$ cat src/rtl/operand_loader.sv
// Operand loader: debounces two active-low buttons and steps x -> y -> op capture for the ALU.
// Latency: the FSM updates DEB_CYCLES+3 edges after a stable press. No backpressure. OPLOAD_ERR_EN adds the err output.

module operand_loader_debounce #(
  parameter int DEB_CYCLES = 50000
) (
  input  logic clk,
  input  logic rst,
  input  logic raw_n,
  output logic press
);

  localparam int CW = (DEB_CYCLES > 2) ? $clog2(DEB_CYCLES) : 1;

  logic          sync1;
  logic          sync2;
  logic          level;
  logic [CW-1:0] cnt;

  always_ff @(posedge clk) begin
    if (rst) begin
      sync1 <= 1'b1;
      sync2 <= 1'b1;
      level <= 1'b1;
      cnt   <= '0;
      press <= 1'b0;
    end else begin
      sync1 <= raw_n;
      sync2 <= sync1;
      press <= 1'b0;
      if (sync2 != level) begin
        // The level flips on the DEB_CYCLES-th consecutive differing sample.
        if (cnt == CW'(DEB_CYCLES - 1)) begin
          level <= sync2;
          cnt   <= '0;
          press <= ~sync2;
        end else begin
          cnt <= cnt + CW'(1);
        end
      end else begin
        cnt <= '0;
      end
    end
  end

endmodule

module operand_loader #(
  parameter int WIDTH      = 8,
  parameter int DEB_CYCLES = 50000
) (
  input  logic             clk,
  input  logic             rst,
  input  logic [WIDTH-1:0] sw,
  input  logic             btn_enter_n,
  input  logic             btn_clr_n,
  output logic [WIDTH-1:0] x,
  output logic [WIDTH-1:0] y,
  output logic [2:0]       sel,
  output logic             valid,
  output logic [1:0]       state_led
`ifdef OPLOAD_ERR_EN
  ,
  output logic             err
`endif
);

  typedef enum logic [1:0] {
    S_X   = 2'b00,
    S_Y   = 2'b01,
    S_OP  = 2'b10,
    S_RUN = 2'b11
  } state_t;

  localparam logic [2:0] SEL_NONE = 3'b111;
  localparam logic [2:0] SEL_CMP  = 3'b110;
  localparam logic [2:0] SEL_ADD  = 3'b101;
  localparam logic [2:0] SEL_SUBT = 3'b011;

  state_t state;
  logic   enter_pulse;
  logic   clr_pulse;

  operand_loader_debounce #(.DEB_CYCLES(DEB_CYCLES)) u_deb_enter (
    .clk   (clk),
    .rst   (rst),
    .raw_n (btn_enter_n),
    .press (enter_pulse)
  );

  operand_loader_debounce #(.DEB_CYCLES(DEB_CYCLES)) u_deb_clr (
    .clk   (clk),
    .rst   (rst),
    .raw_n (btn_clr_n),
    .press (clr_pulse)
  );

  always_ff @(posedge clk) begin
    if (rst) begin
      state <= S_X;
      x     <= '0;
      y     <= '0;
      sel   <= SEL_NONE;
      valid <= 1'b0;
`ifdef OPLOAD_ERR_EN
      err   <= 1'b0;
`endif
    end else begin
`ifdef OPLOAD_ERR_EN
      err <= 1'b0;
`endif
      // Clear outranks enter; a coincident enter is dropped.
      if (clr_pulse) begin
        state <= S_X;
        x     <= '0;
        y     <= '0;
        sel   <= SEL_NONE;
        valid <= 1'b0;
      end else if (enter_pulse) begin
        case (state)
          S_X: begin
            x     <= sw;
            state <= S_Y;
          end
          S_Y: begin
            y     <= sw;
            state <= S_OP;
          end
          S_OP: begin
            case (sw[1:0])
              2'b01: begin
                sel   <= SEL_CMP;
                valid <= 1'b1;
                state <= S_RUN;
              end
              2'b10: begin
                sel   <= SEL_ADD;
                valid <= 1'b1;
                state <= S_RUN;
              end
              2'b11: begin
                sel   <= SEL_SUBT;
                valid <= 1'b1;
                state <= S_RUN;
              end
              default: begin
`ifdef OPLOAD_ERR_EN
                err <= 1'b1;
`endif
              end
            endcase
          end
          default: begin
            sel   <= SEL_NONE;
            valid <= 1'b0;
            state <= S_X;
          end
        endcase
      end
    end
  end

  assign state_led = state;

endmodule

$ cat config.mk
export PLATFORM = sky130hd
export DESIGN_NAME = operand_loader
export DESIGN_NICKNAME = d
export VERILOG_FILES = /design/src/rtl/operand_loader.sv
export SDC_FILE = /design/constraint.sdc
export NUM_CORES = 1
export LEC_CHECK = 0
export ABC_CLOCK_PERIOD_IN_PS = 2700
export CAP_MARGIN = 30
export CORE_ASPECT_RATIO = 0.7
export CORE_MARGIN = 3
export CORE_UTILIZATION = 58
export DETAILED_ROUTE_END_ITERATION = 6
export PLACE_DENSITY = 0.94
export SYNTH_ARGS = -nofsm -noshare
export SYNTH_HDL_FRONTEND = slang
export SYNTH_SLANG_ARGS = --single-unit
$ cat constraint.sdc
create_clock -name clk -period 2.7 [get_ports clk]
set_input_delay 0.27 -clock clk [delete_from_list [all_inputs] [get_ports clk]]
set_output_delay 0.27 -clock clk [all_outputs]
set_load 0.01 [all_outputs]
---- Word-level counts from Yosys, hierarchy flattened ----
Index checks and enable logic that the tools add are counted.
word-level totals
  register bits ........................... 62
  input bits .............................. 12
operators by class
  add/subtract/negate cells ............... 2
  eq/ne operators ......................... 11
  muxes and demuxes ....................... 6
  bitwise gates (word level) .............. 7
  reduce and logical (&&, ||, !) cells .... 15
operators by type and width
  kind                                                                    count
  16-bit by 1-bit adder with 16-bit output (second input constant)        2
  16-bit equality test (second input constant)                            2
  3-bit OR reduction                                                      5
  2-bit AND reduction                                                     5
  3-bit one-hot mux with 3 select lines                                   1
  1-bit inverter                                                          7
  2-bit equality test (second input constant)                             3
  2-bit one-hot mux with 3 select lines                                   1
  3-bit one-hot mux with 2 select lines                                   1
  3-bit AND reduction                                                     2
  2-bit by 1-bit equality test with 1-bit output (second input constant)  2
  4-bit inequality test (second input constant)                           1
  2-bit OR reduction                                                      2
  2-bit zero test                                                         1
  2-bit 2-to-1 mux                                                        1
  1-bit inequality test                                                   2
  2-bit inequality test (second input constant)                           1
  1-bit one-hot mux with 2 select lines                                   1
  1-bit 2-to-1 mux                                                        1

---- Depth between registers and ports, before layout ----
  depth in word-level cells ............... 4
  depth in mapped cells ................... 7

---- Hierarchy ----
From an unflattened synthesis, not the netlist that was laid out.
second synthesis, totals
  cell total of the unflattened synthesis .. 291
  area total of the unflattened synthesis .. 2617.5 um^2
modules (own cells, without submodules)
  module                   times used  cells an instance  area an instance (um^2)
  operand_loader_debounce  2           90                 842.1
  operand_loader           1           111                933.4

---- Worst setup path after synthesis ----
No wires, ideal clock.
  kind .................................... flip-flop to flip-flop
  from .................................... register state[1] (netlist: state_led[1])
  to ...................................... register sel[1]
  setup time .............................. 0.127 ns
  arrival time ............................ 1.420 ns
  required time ........................... 2.573 ns
  setup slack ............................. 1.153 ns
  stages on the path, launching flop included .. 8
  path buffers ............................ 1
  clock period less this slack ............ 1.547 ns
  cell sequence ........................... dfxtp_1 -> inv_1 -> ha_1 -> clkbuf_1 -> nor2_1 -> o211ai_1 -> nor3_1 -> o21ai_0
between the ends
  cells in the longest elaborated chain, start to end .. 4
RTL lines
  what                                                                           line  RTL
  from (decl)                                                                    80    state_t state;
  from (signal assigned)                                                         100   state <= S_X;
  from (signal assigned)                                                         114   state <= S_X;
  from (signal assigned)                                                         123   state <= S_Y;
  parallel branches: the longest is 4 deep, another holds 4-bit inequality test  --
  to (signal assigned)                                                           117   sel <= SEL_NONE;
  to (signal assigned)                                                           132   sel <= SEL_CMP;
  to (signal assigned)                                                           137   sel <= SEL_ADD;
  to (decl)                                                                      59    output logic [2:0] sel,
Parallel ways; which one is timed is not known.
A chain may end at the register's enable or synchronous reset.

---- Worst setup path in the final report ----
  from .................................... register state[0] (netlist: state_led[0])
  to ...................................... register sel[1]
Same word-level chain as after synthesis.

==> impl_metrics.env <==
export IMPL_overflow=0
export IMPL_die_height_um=62.36
export IMPL_grt_max_degree=20
export IMPL_avgSynthCellArea_um2=9.136
export IMPL_fp_dieArea_um2=5394
export IMPL_holdBufCountCts=0
export IMPL_cts_setup_buffers=0
export IMPL_slowest_delay_ps=440
export IMPL_coreArea_um2=4136
export IMPL_synth_yosys_warnings=0
export IMPL_antenna_found_initial=0
export IMPL_syn_area_um2=2631
export IMPL_end_kind="flip-flop"
export IMPL_ant_nets=0
export IMPL_whs_ps=408.3
export IMPL_syn_num_nets=306
export IMPL_nNetsFinal=342
export IMPL_final_period_utilization=0.6863
export IMPL_wirelength_um=5948
export IMPL_worst_setup_path_start_kind="flip-flop"
export IMPL_slew_limit_headroom=0.6634
export IMPL_worstHoldPathType="reg2reg"
export IMPL_ir_worst_vdd_mv=0.4292
export IMPL_clock_skew_ps=7.511
export IMPL_initial_core_util=0.6361
export IMPL_post_drt_wl_per_cell_um=15.61
export IMPL_cts_root_buf="clkbuf_8"
export IMPL_area_growth_pct=21.87
export IMPL_worstPathMaxFanout=11
export IMPL_ctsResizeCount=0
export IMPL_initialDrtViolationCount=160
export IMPL_synth_edf_count=0
export IMPL_port_buffer_count=33
export IMPL_ios=34
export IMPL_clk_pin_slew_ps=70
export IMPL_rows=19
export IMPL_gp_congestion=0.8128
export IMPL_drv_cap=0
export IMPL_ys_ff_latch=62
export IMPL_worst_path_max_delay_cell="dfxtp_1"
export IMPL_ys_flop_type="dfxtp_1"
export IMPL_fmax_mhz=539.7
export IMPL_cts_num_sinks=62
export IMPL_maxSlewViolCount=0
export IMPL_setup_violations_final=0
export IMPL_cts_tree="done"
export IMPL_yosysSeqAreaShare=0.4717
export IMPL_die_x_um=86.51
export IMPL_status="complete, no violations"
export IMPL_fin_crit_ps=1853
export IMPL_path_cells="inv_1 -> ha_1 -> nor2_1 -> o211ai_1 -> nor2b_1 -> o21ai_0"
export IMPL_finalHoldViolations=0
export IMPL_cts_made_buffers=9
export IMPL_clockBufferDepth=2
export IMPL_synthTopCellsByArea="dfxtp_1 (47%), xnor2_1 (8.7%), nor2_1 (5.4%)"
export IMPL_via_per_inst=5.808
export IMPL_dr_pass1_iters=5
export IMPL_power_density_nw_per_um2=567.1
export IMPL_grt_pass1_wl_um=10340
export IMPL_cellLeakagePower_nw=1.081
export IMPL_arrival_ps=2100
export IMPL_dr_total_vias=2213
export IMPL_insertion_delay_ps=330
export IMPL_htree_levels=3
export IMPL_synth_cell_types=37
export IMPL_worstMarginPinSlew_ps=497.8
export IMPL_path_class="reg2reg"
export IMPL_async_reset_ff_frac=0
export IMPL_synth_top_cell_area_share=0.4717
export IMPL_utilization=0.7753
export IMPL_setup_tns_final_ps=0
export IMPL_synthCells=288
export IMPL_rsz0062_at_grt="false"
export IMPL_drc_errors=0
export IMPL_critPathRequiredTime_ps=2950
export IMPL_grtUsageTotal=0.2412
export IMPL_diodes=0
export IMPL_yosys_area_top_type="dfxtp_1"
export IMPL_layout_drive_gt1_share=0.1185
export IMPL_dp_hpwl_um=3902
export IMPL_grt_pass1_vias=2136
synth_stat cells (all sizes together), types with 3 or more instances:
cell type / count
buf: 4
xor2: 4
inv: 9
nor4: 10
nor2: 41
xnor2: 26
clkbuf: 5
nor4b: 4
or2: 5
nand2: 30
mux2i: 3
nand4: 8
and3: 4
nor3: 10
dfxtp: 62
ha: 6
nand3: 29
a21oi: 17
cell type report:
cell class	instances	area, µm²
clock buffer	12	165.2
tap	52	65.06
clock inverter	4	53.80
fill	284	929.6
timing repair buffer	34	337.8
inverter	9	33.78
multi-input combinational	208	1310
sequential	62	1241
registers in the layout, indices dropped and copies added, names as in the netlist:
signal             count
sel                    3
state_led              2
u_deb_clr.cnt         16
u_deb_clr.level        1
u_deb_clr.press        1
u_deb_clr.sync1        1
u_deb_clr.sync2        1
u_deb_enter.cnt       16
u_deb_enter.level      1
u_deb_enter.press      1
u_deb_enter.sync1      1
u_deb_enter.sync2      1
valid                  1
x                      8
y                      8
critical path, delay by kind of cell, from the launching register on:
kind | cells | cell delay, ps
fa+ha+maj | 1 | 360
flops | 1 | 440
buf+inv | 1 | 100
compound gates | 2 | 430
simple gates | 2 | 440
cells by family after synthesis:
kind of cell	after synthesis	share of synthesized area
compound gates	22	0.04565
fa+ha+maj	6	0.02853
simple gates	147	0.3124
flops	62	0.4717
mux	3	0.01141
buf+inv	18	0.03043
xor+xnor	30	0.09986
cells in the final DEF (no fill, tap or decap), drive strengths merged:
cell type,Yosys,routed
xnor2,26,26
and4bb,1,1
nand2,30,30
o211ai,1,1
inv,9,9
nor4,10,10
clkinvlp,0,2
clkinv,0,1
a21oi,17,17
clkdlybuf4s50,0,33
nor4b,4,4
a211o,2,2
nor2,41,41
o21ai,2,2
nor3,10,10
or2,5,5
bufinv,0,1
nand4,8,8
and4b,2,2
dfxtp,62,62
nand2b,1,1
xor2,4,4
mux2i,3,3
and3,4,4
nand3,29,29
nor2b,1,1
buf,4,1
or3,1,1
clkbuf,5,12
ha,6,6
routing by layer:
metal	global-route usage	share of wire	vias to the layer above
li1	-	-	1054
met1	0.3048	0.42	1033
met2	0.3731	0.47	110
met3	0.08190	0.085	16
met4	0.1031	0.020	0
met5	0	0	-
power by group:
group / internal, mW / switching (mW) / total [mW]
clock: 0.503 / 0.357 / 0.860
combinational: 0.0187 / 0.0199 / 0.0387
sequential: 0.918 / 0.00230 / 0.920
total: 1.44 / 0.379 / 1.82
through the flow:
step                cells  setup slack, ps  total power, mW  area [µm²]
global route          381            721.2            1.885        3207
global placement      365            955.1           0.9779        2988
floorplan             288             1153           0.9562        2631
finish                381            847.0            1.819        3207
CTS                   381            866.4            1.830        3207
detailed placement    365            881.0           0.9786        2988
path summary, 6_finish.rpt:
check                                     start         endpoint  slack (ps)  cells past startpoint
worst max-delay path               state_led[0]           sel[1]         850                      6
worst min register to register  u_deb_clr.sync1  u_deb_clr.sync2         410                      1
worst min-delay path            u_deb_clr.sync1  u_deb_clr.sync2         410                      1
worst max register to register     state_led[0]           sel[1]         850                      6
(Power assumes the default switching activity.)
